## src/rtl/rv32i_lsu_pkg.sv

```systemverilog
// rv32i_lsu_pkg: shared definitions for the RV32I load/store unit.
//   - funct3 encodings for loads and stores
//   - access size encodings (funct3[1:0])
//   - FSM state encoding
//   - helpers for byte enables, store lane replication and misalignment
package rv32i_lsu_pkg;

  localparam logic [2:0] F3_LB  = 3'b000;
  localparam logic [2:0] F3_LH  = 3'b001;
  localparam logic [2:0] F3_LW  = 3'b010;
  localparam logic [2:0] F3_LBU = 3'b100;
  localparam logic [2:0] F3_LHU = 3'b101;
  localparam logic [2:0] F3_SB  = 3'b000;
  localparam logic [2:0] F3_SH  = 3'b001;
  localparam logic [2:0] F3_SW  = 3'b010;

  // size = funct3[1:0]; 2'b11 is treated as word
  localparam logic [1:0] SZ_BYTE = 2'b00;
  localparam logic [1:0] SZ_HALF = 2'b01;
  localparam logic [1:0] SZ_WORD = 2'b10;

  typedef enum logic [1:0] {
    ST_IDLE = 2'd0,
    ST_REQ  = 2'd1,
    ST_DONE = 2'd2
  } lsu_state_e;

  function automatic logic [3:0] byte_en(input logic [1:0] sz, input logic [1:0] a);
    if (sz[1])      return 4'b1111;
    else if (sz[0]) return 4'b0011 << {a[1], 1'b0};
    else            return 4'b0001 << a;
  endfunction

  function automatic logic [31:0] store_data(input logic [1:0] sz, input logic [31:0] wd);
    if (sz[1])      return wd;
    else if (sz[0]) return {2{wd[15:0]}};
    else            return {4{wd[7:0]}};
  endfunction

  function automatic logic misaligned(input logic [1:0] sz, input logic [1:0] a);
    return (sz[1] & (|a)) | ((sz == SZ_HALF) & a[0]);
  endfunction

endpackage

```

## src/rtl/rv32i_load_store_unit_if.sv

```systemverilog
// rv32i_load_store_unit_if: req/ack data-bus between the LSU (master) and
// data memory (slave).
//   bus_req/bus_we/bus_addr/bus_wdata/bus_be : master -> slave
//   bus_ack/bus_rdata                        : slave -> master
interface rv32i_load_store_unit_if;
  logic        bus_req;
  logic        bus_we;
  logic [31:0] bus_addr;
  logic [31:0] bus_wdata;
  logic [3:0]  bus_be;
  logic        bus_ack;
  logic [31:0] bus_rdata;

  modport master (output bus_req, bus_we, bus_addr, bus_wdata, bus_be,
                  input  bus_ack, bus_rdata);
  modport slave  (input  bus_req, bus_we, bus_addr, bus_wdata, bus_be,
                  output bus_ack, bus_rdata);
endinterface

```

## src/rtl/rv32i_load_align.sv

```systemverilog
// rv32i_load_align: combinational load-data alignment and extension.
//   i_rdata   : raw 32-bit word from the bus
//   i_addr_lo : byte offset within the word
//   i_func3   : load funct3 (size in [1:0], zero-extend in [2])
//   o_data    : aligned, sign/zero-extended result
module rv32i_load_align
  import rv32i_lsu_pkg::*;
(
  input  logic [31:0] i_rdata,
  input  logic [1:0]  i_addr_lo,
  input  logic [2:0]  i_func3,
  output logic [31:0] o_data
);

  logic [31:0] w_shifted;
  logic        w_sext;

  assign w_shifted = i_rdata >> {i_addr_lo, 3'b000};
  assign w_sext    = ~i_func3[2];

  always_comb begin
    o_data = i_rdata;
    case (i_func3[1:0])
      SZ_BYTE: o_data = {{24{w_sext & w_shifted[7]}},  w_shifted[7:0]};
      SZ_HALF: o_data = {{16{w_sext & w_shifted[15]}}, w_shifted[15:0]};
      default: o_data = i_rdata;
    endcase
  end

endmodule

```

## src/rtl/rv32i_load_store_unit.sv

```systemverilog
// rv32i_load_store_unit: multi-cycle load/store unit between the RV32I core
// and data memory. Accepts one access per ls_valid, runs one req/ack bus
// transaction, stalls the core meanwhile, and returns aligned load data.
//   sys_clk/sys_reset : clock, synchronous active-high reset
//   ls_*              : core side (request, store data, result, done/stall)
//   bus               : data bus master port
// Optional build macro: LSU_MISALIGN_TRAP_EN -- misaligned half/word accesses
// complete without a bus access and pulse ls_misaligned. Without it, the low
// address bits are forced to the access size.
module rv32i_load_store_unit
  import rv32i_lsu_pkg::*;
(
  input  logic        sys_clk,
  input  logic        sys_reset,
  input  logic        ls_valid,
  input  logic        ls_store,
  input  logic [2:0]  ls_func3,
  input  logic [31:0] ls_addr,
  input  logic [31:0] ls_wdata,
  output logic [31:0] ls_rdata,
  output logic        ls_done,
  output logic        ls_stall,
  output logic        ls_misaligned,
  rv32i_load_store_unit_if.master bus
);

  lsu_state_e  r_state, w_next;
  logic        r_bus_req, r_store;
  logic [2:0]  r_func3;
  logic [1:0]  r_addr_lo;
  logic [31:0] r_bus_addr, r_bus_wdata, r_rdata;
  logic [3:0]  r_bus_be;
  logic [1:0]  w_size, w_addr_lo;
  logic        w_mis, w_accept, w_ack;
  logic [31:0] w_load_data;

  assign w_size   = ls_func3[1:0];
  assign w_accept = (r_state == ST_IDLE) & ls_valid;
  assign w_ack    = (r_state == ST_REQ) & bus.bus_ack;

`ifdef LSU_MISALIGN_TRAP_EN
  logic r_mis;
  assign w_mis     = misaligned(w_size, ls_addr[1:0]);
  assign w_addr_lo = ls_addr[1:0];

  always_ff @(posedge sys_clk) begin
    if (sys_reset)     r_mis <= 1'b0;
    else if (w_accept) r_mis <= w_mis;
  end
`else
  assign w_mis     = 1'b0;
  // Force the offset onto the natural boundary of the access size
  assign w_addr_lo = w_size[1] ? 2'b00 :
                     w_size[0] ? {ls_addr[1], 1'b0} : ls_addr[1:0];
`endif

  // State register
  always_ff @(posedge sys_clk) begin
    if (sys_reset) r_state <= ST_IDLE;
    else           r_state <= w_next;
  end

  // Next state; DONE ignores ls_valid so back-to-back accesses get an idle cycle
  always_comb begin
    w_next = r_state;
    case (r_state)
      ST_IDLE: if (ls_valid)     w_next = w_mis ? ST_DONE : ST_REQ;
      ST_REQ:  if (bus.bus_ack)  w_next = ST_DONE;
      ST_DONE:                   w_next = ST_IDLE;
      default:                   w_next = ST_IDLE;
    endcase
  end

  // FSM outputs
  always_comb begin
    ls_done  = (r_state == ST_DONE);
    ls_stall = ls_valid & (r_state != ST_DONE);
`ifdef LSU_MISALIGN_TRAP_EN
    ls_misaligned = (r_state == ST_DONE) & r_mis;
`else
    ls_misaligned = 1'b0;
`endif
  end

  // Bus-side registers: latched on accept and held stable through REQ
  always_ff @(posedge sys_clk) begin
    if (sys_reset) begin
      r_bus_req   <= 1'b0;
      r_store     <= 1'b0;
      r_func3     <= '0;
      r_addr_lo   <= '0;
      r_bus_addr  <= '0;
      r_bus_wdata <= '0;
      r_bus_be    <= '0;
      r_rdata     <= '0;
    end else if (w_accept) begin
      r_bus_req   <= ~w_mis;
      r_store     <= ls_store;
      r_func3     <= ls_func3;
      r_addr_lo   <= w_addr_lo;
      r_bus_addr  <= {ls_addr[31:2], 2'b00};
      r_bus_wdata <= store_data(w_size, ls_wdata);
      r_bus_be    <= byte_en(w_size, w_addr_lo);
    end else if (w_ack) begin
      r_bus_req <= 1'b0;
      if (!r_store) r_rdata <= w_load_data;
    end
  end

  rv32i_load_align u_align (
    .i_rdata   (bus.bus_rdata),
    .i_addr_lo (r_addr_lo),
    .i_func3   (r_func3),
    .o_data    (w_load_data)
  );

  assign bus.bus_req   = r_bus_req;
  assign bus.bus_we    = r_store;
  assign bus.bus_addr  = r_bus_addr;
  assign bus.bus_wdata = r_bus_wdata;
  assign bus.bus_be    = r_bus_be;
  assign ls_rdata      = r_rdata;

endmodule
```

## src/flat_wrapper.sv

```systemverilog
// flat-port wrapper written by rule: the top's interface ports become plain ports
module rv32i_load_store_unit_flat import rv32i_lsu_pkg::*;
  (sys_clk, sys_reset, ls_valid, ls_store, ls_func3, ls_addr, ls_wdata, ls_rdata, ls_done, ls_stall, ls_misaligned, bus_bus_req, bus_bus_we, bus_bus_addr, bus_bus_wdata, bus_bus_be, bus_bus_ack, bus_bus_rdata);
  rv32i_load_store_unit_if bus_i ();
  input  logic sys_clk;
  input  logic sys_reset;
  input  logic ls_valid;
  input  logic ls_store;
  input  logic [2:0] ls_func3;
  input  logic [31:0] ls_addr;
  input  logic [31:0] ls_wdata;
  output logic [31:0] ls_rdata;
  output logic ls_done;
  output logic ls_stall;
  output logic ls_misaligned;
  output wire logic [$bits(bus_i.bus_req)-1:0] bus_bus_req;
  output wire logic [$bits(bus_i.bus_we)-1:0] bus_bus_we;
  output wire logic [$bits(bus_i.bus_addr)-1:0] bus_bus_addr;
  output wire logic [$bits(bus_i.bus_wdata)-1:0] bus_bus_wdata;
  output wire logic [$bits(bus_i.bus_be)-1:0] bus_bus_be;
  input wire logic [$bits(bus_i.bus_ack)-1:0] bus_bus_ack;
  input wire logic [$bits(bus_i.bus_rdata)-1:0] bus_bus_rdata;
  assign bus_bus_req = bus_i.bus_req;
  assign bus_bus_we = bus_i.bus_we;
  assign bus_bus_addr = bus_i.bus_addr;
  assign bus_bus_wdata = bus_i.bus_wdata;
  assign bus_bus_be = bus_i.bus_be;
  assign bus_i.bus_ack = bus_bus_ack;
  assign bus_i.bus_rdata = bus_bus_rdata;
  rv32i_load_store_unit u_core (.sys_clk(sys_clk), .sys_reset(sys_reset), .ls_valid(ls_valid), .ls_store(ls_store), .ls_func3(ls_func3), .ls_addr(ls_addr), .ls_wdata(ls_wdata), .ls_rdata(ls_rdata), .ls_done(ls_done), .ls_stall(ls_stall), .ls_misaligned(ls_misaligned), .bus(bus_i));
endmodule
```

## config.mk

```make
export PLATFORM = sky130hd
export DESIGN_NAME = rv32i_load_store_unit_flat
export DESIGN_NICKNAME = d
export VERILOG_FILES = /design/src/rtl/rv32i_lsu_pkg.sv /design/src/rtl/rv32i_load_store_unit_if.sv /design/src/rtl/rv32i_load_align.sv /design/src/rtl/rv32i_load_store_unit.sv /design/src/flat_wrapper.sv
export SDC_FILE = /design/constraint.sdc
export NUM_CORES = 1
export LEC_CHECK = 0
export CAP_MARGIN = 0
export CORE_MARGIN = 5
export CORE_UTILIZATION = 25
export CTS_BUF_LIST = sky130_fd_sc_hd__clkbuf_16
export DETAILED_ROUTE_END_ITERATION = 6
export SLEW_MARGIN = 20
export SYNTH_ARGS = -nofsm -noshare
export SYNTH_HDL_FRONTEND = slang
export SYNTH_HIERARCHICAL = 1
export SYNTH_SLANG_ARGS = --single-unit
```

## constraint.sdc

```tcl
create_clock -name sys_clk -period 4.7 [get_ports sys_clk]
set_clock_uncertainty 0.2 [all_clocks]
set_input_delay 0.705 -clock sys_clk [delete_from_list [all_inputs] [get_ports sys_clk]]
set_output_delay 0.705 -clock sys_clk [all_outputs]
set_load 0.01 [all_outputs]
```

# After elaboration in Yosys (flattened, before gate mapping)
# Index checks and enable logic that the tools add are counted.
[totals]
register_bits = 107
input_bits = 104
wordCells = 43
[classes]
n_eq_ne = 6
shift = 3
muxes = 12
n_bitwise = 8
n_reduce_logical = 5
[op_table]
columns = ["op", "n"]
rows = [
  ["2-to-1 mux 32 bit", 2],
  ["case mux 32 bit (2 select lines)", 1],
  [">> shifter 32 x 5 -> 16 bit", 1],
  ["2-to-1 mux 4 bit", 2],
  ["2-to-1 mux 2 bit", 3],
  ["!= test 2 bit (second input constant)", 3],
  ["bitwise AND 1 bit", 5],
  ["equality test 2 x 1 -> 1 bit (second input constant)", 2],
  ["zero test 2 bit", 2],
  ["case mux 2 bit (2 select lines)", 1],
  ["<< shifter 1 x 2 -> 4 bit (first input constant)", 1],
  ["<< shifter 2 x 2 -> 4 bit (first input constant)", 1],
  ["2-to-1 mux 1 bit", 3],
  ["NOT 1 bit", 3],
  ["AND reduction 3 bit", 1],
  ["equality test 2 bit (second input constant)", 1],
  ["AND reduction 2 bit", 1],
  ["nonzero test 2 bit", 1],
]

# Longest topological paths before layout
[logic_depth]
ltp_word = 5
mapped_depth = 7

# By module
# The synthesis kept the hierarchy.
[by_module_without_submodules]
columns = ["mod", "n_inst", "cells_per_inst", "area_per_inst_um2", "seq_area_each_um2"]
rows = [
  ["rv32i_load_store_unit", 1, 501, 4150.2, 2142.1],
  ["rv32i_load_align", 1, 113, 740.7, 0.0],
]

# Worst setup path after synthesis
# Ideal clock, no wire load.
[synth_path]
path_type = "input to register"
start = "in bus_bus_rdata[31]"
end = "reg u_core.r_rdata[31], in the netlist u_core/ls_rdata[31]"
arrival_time_ns = 1.927
t_required_ns = 4.368
setup_slack_ns = 2.440
path_stages = 6
path_cell_list = "mux4_2 -> a221oi_4 -> buf_6 -> o21ai_1 -> nand2_1 -> a21oi_1"
[synth_between]
elab_chain_cells = 3
word_cells_on_any_way = 4
[synth_rtl]
columns = ["element", "line", "text"]
rows = [
  ["start, declared", "flat_wrapper.sv:22", "input wire logic [$bits(bus_i.bus_rdata)-1:0] bus_bus_rdata;"],
  [">> shifter 32 x 5 -> 16 bit", "rv32i_load_align.sv:18", "assign w_shifted = i_rdata >> {i_addr_lo, 3'b000};"],
  ["bitwise AND 1 bit (on tied branches)", "rv32i_load_align.sv:25, rv32i_load_align.sv:24", ""],
  ["case mux 32 bit (2 select lines) *", "rv32i_load_align.sv:23", "case (i_func3[1:0])"],
  ["net u_core.w_load_data[31]", "rv32i_load_store_unit.sv:35", "logic [31:0] w_load_data;"],
  ["end signal, assigned", "rv32i_load_store_unit.sv:106", "if (!r_store) r_rdata <= w_load_data;"],
  ["end, declared", "rv32i_load_store_unit.sv:31", "logic [31:0] r_bus_addr, r_bus_wdata, r_rdata;"],
]
# The timed path passes the listed nets; every way through them passes the cells marked *.
# A chain may end at the register's enable or synchronous reset.

# Worst setup path in the final report
[layout_path]
start = "in ls_valid"
end = "out ls_stall"
[layout_between]
elab_chain_cells = 1
[layout_rtl]
columns = ["element", "line", "text"]
rows = [
  ["start, declared", "flat_wrapper.sv:7", "input logic ls_valid;"],
  ["bitwise AND 1 bit", "rv32i_load_store_unit.sv:77", "ls_stall = ls_valid & (r_state != ST_DONE);"],
  ["end, declared", "flat_wrapper.sv:14", "output logic ls_stall;"],
]
# Every way passes these cells.

==> flow_summary.yaml <==
detailed_routing:
  vias: 4820
  vias_per_cell: 4.59
  drtPass1Iterations: 5
  drc: 0
  drt_iter0_markers: 285
  drt-wirelength-per-cell_microns: 15.9
  antenna_left: 0
  routed_wl_microns: 16700
logic_synthesis:
  synth-seq-area-share: 0.438
  ys.flop_type: "dfxtp_1"
  synth_edf_count: 0
  postSynthAreaPerCell_sq_um: 7.97
  synth_cells: 614
  synthesis.area_sq_mm: 0.00489
  yosysWarnings: 6
  ys_types: 40
  synth-seq-cells: 107
  async_flop_share: 0
cts:
  cts_buffers: 9
  clk_latency_ns: 0.35
  cts_hold_buf: 0
  clockBufferDepth: 2
  cts_root_buf: "clkbuf_16"
  cts_tree: "built"
  cts.sinks: 107
  post_cts_resized: 0
  path_clk_slew_ns: 0.08
  h-tree-depth: 3
  cts_setup_buffers: 0
floorplan:
  rows: 51
  die_area_sq_mm: 0.0225
  io-pin-count: 209
  start_util: 0.253
  die_w_microns: 150
  core_region_area_sq_mm: 0.0193
  die_h_microns: 150
place:
  place_inst: 1034
  gp_congestion: 0.792
  dpl.hpwl_microns: 11600
  portBuffers: 205
  pre_cts_slack_ns: 1.61
layout:
  fin_cells: 1051
  areaGrowthSynthToFinish_pct: 50.9
  fill_cells: 2040
  final_nets: 884
  regArea_sq_mm: 0.00214
  multi_input_area_sq_mm: 0.00247
  drive_gt1_frac: 0.0395
status:
  status: "complete, no violations"
pwr:
  cellLeakagePower_nw: 2.60
  power.density_mw_per_mm2: 305
  ir_drop_v: 0.000161
worst_setup_path:
  worst-path-max-fanout: 5
  crit_slowest_cell: "clkdlybuf4s50_1"
  max_stage_delay_ns: 0.54
  arrival_ns: 1.94
  regToRegSetupSlack_ns: 2.05
  required_ns: 3.80
  crit_chain: "clkdlybuf4s50_1, nor2b_1, clkdlybuf4s50_1"
  crit_type: "in2out"
  start_kind: "primary input"
  endpoint_kind: "output port"
  cpMostUsedCell: "clkdlybuf4s50_1"
timing:
  slew_headroom: 0.330
  worstMarginPinSlew_ns: 1.00
  slew_viol_final: 0
  finalCriticalPeriod_ns: 2.84
  setup_slack_ns: 1.86
  setup_viol: 0
  max_freq_ghz: 0.352
  rsz0062_at_grt: "no"
  fin_setup_tns_ns: 0
  fin_crit_sh: 0.604
  finalHoldViolations: 0
grt:
  grt_overflow: 0
  grt_max_degree: 101
  grt_pass1_vias: 4624
  antenna_found_initial: 0
  grt_pass1_wl_microns: 25600
  track_usage: 0.142
job:
  maxCapViolations: 0
hold_path:
  holdCritPathClass: "reg2reg"
==> power breakdown <==
part	leakage, nW	internal (mW)	total (mW)	switching [mW]
Sequential	0.876	0.965	1.00	0.0355
Combinational	1.58	0.254	0.488	0.234
Clock	0.142	0.376	0.765	0.389
Total	2.60	1.59	2.25	0.658
==> through the flow <==
step	util	cell area, sq um	total power, mW	hold slack (ns)
floorplan	-	4900	1.25	0.235
global placement	0.366	7080	1.51	0.242
detailed placement	0.366	7080	1.51	0.246
CTS	0.382	7380	2.30	0.258
global route	0.382	7380	2.38	0.277
finish	0.382	7380	2.25	0.254
==> worst max-delay path, delay by kind of cell <==
family                 cells  cell delay [ns]
and+or+nand+nor            1             0.15
buffers and inverters      2             1.08
==> worst paths after layout <==
path,cells after the start,endpoint,from
setup / recovery,3,ls_stall,ls_valid
hold / removal,2,u_core/bus.bus_addr[14]$_SDFFE_PP0P_,u_core/bus.bus_addr[14]$_SDFFE_PP0P_
setup reg to reg,5,u_core/ls_rdata[20]$_SDFFE_PP0P_,u_core/r_addr_lo[0]$_SDFFE_PP0P_
hold reg to reg,2,u_core/bus.bus_addr[14]$_SDFFE_PP0P_,u_core/bus.bus_addr[14]$_SDFFE_PP0P_
==> flip-flops by register name, summed over array words and instances, names as in the netlist <==
register              flops
u_core/bus.bus_req        1
u_core/bus.bus_wdata     32
u_core/r_state            2
u_core/ls_rdata          32
u_core/bus.bus_we         1
u_core/r_func3            3
u_core/r_addr_lo          2
u_core/bus.bus_addr      30
u_core/bus.bus_be         4
==> kinds of logic (layout without fill, tap and decap cells) <==
logic type      count (synthesis)  count (layout)  share of synthesized area
simple gates                  258             258                      0.241
compound gates                165             165                      0.219
flops                         107             107                      0.438
buf+inv                        66             235                     0.0634
mux                            17              17                     0.0376
other cells                     1               4                   0.000767
==> Yosys cell counts, types with 7 or more instances <==
master,count,area share
o21ai_0,9,0.0092
o31ai_1,7,0.011
a211oi_1,21,0.032
nor2b_1,29,0.037
o211a_1,7,0.014
nand2_1,178,0.14
nor2_1,13,0.010
clkbuf_1,43,0.033
mux2i_1,15,0.031
o21ai_1,10,0.010
dfxtp_1,107,0.44
nand3b_1,23,0.035
o41ai_1,16,0.029
a21oi_1,78,0.080
==> area by class of cell <==
cell class,instances,area share
Antenna cell,1,0.000339
Clock buffer,9,0.0305
Clock inverter,7,0.00916
Inverter,7,0.00356
Multi-Input combinational cell,443,0.335
Sequential cell,107,0.290
Tap cell,265,0.0449
Timing Repair Buffer,212,0.287
==> metal layers <==
layer / part of all wire / track usage / wire length, microns
met5: 0 / 0 / 0
met4: 0.0059 / 0.0261 / 98
met3: 0.12 / 0.0648 / 2030
met2: 0.42 / 0.209 / 6990
met1: 0.45 / 0.194 / 7580
==> placed cells by master (no fill, tap or decap), types with 6 or more instances in the layout <==
cell / count
clkbuf_16: 9
nor2b_1: 29
a21oi_1: 78
nor2_1: 13
inv_1: 6
o21ai_1: 10
o211a_1: 7
a211oi_1: 21
o31ai_1: 7
clkdlybuf4s50_1: 204
mux2i_1: 15
nand3b_1: 23
a22o_1: 6
o2bb2ai_1: 6
dfxtp_1: 107
o41ai_1: 16
o21ai_0: 9
nand2_1: 178
buf_4: 7
(Power assumes the default switching activity.)
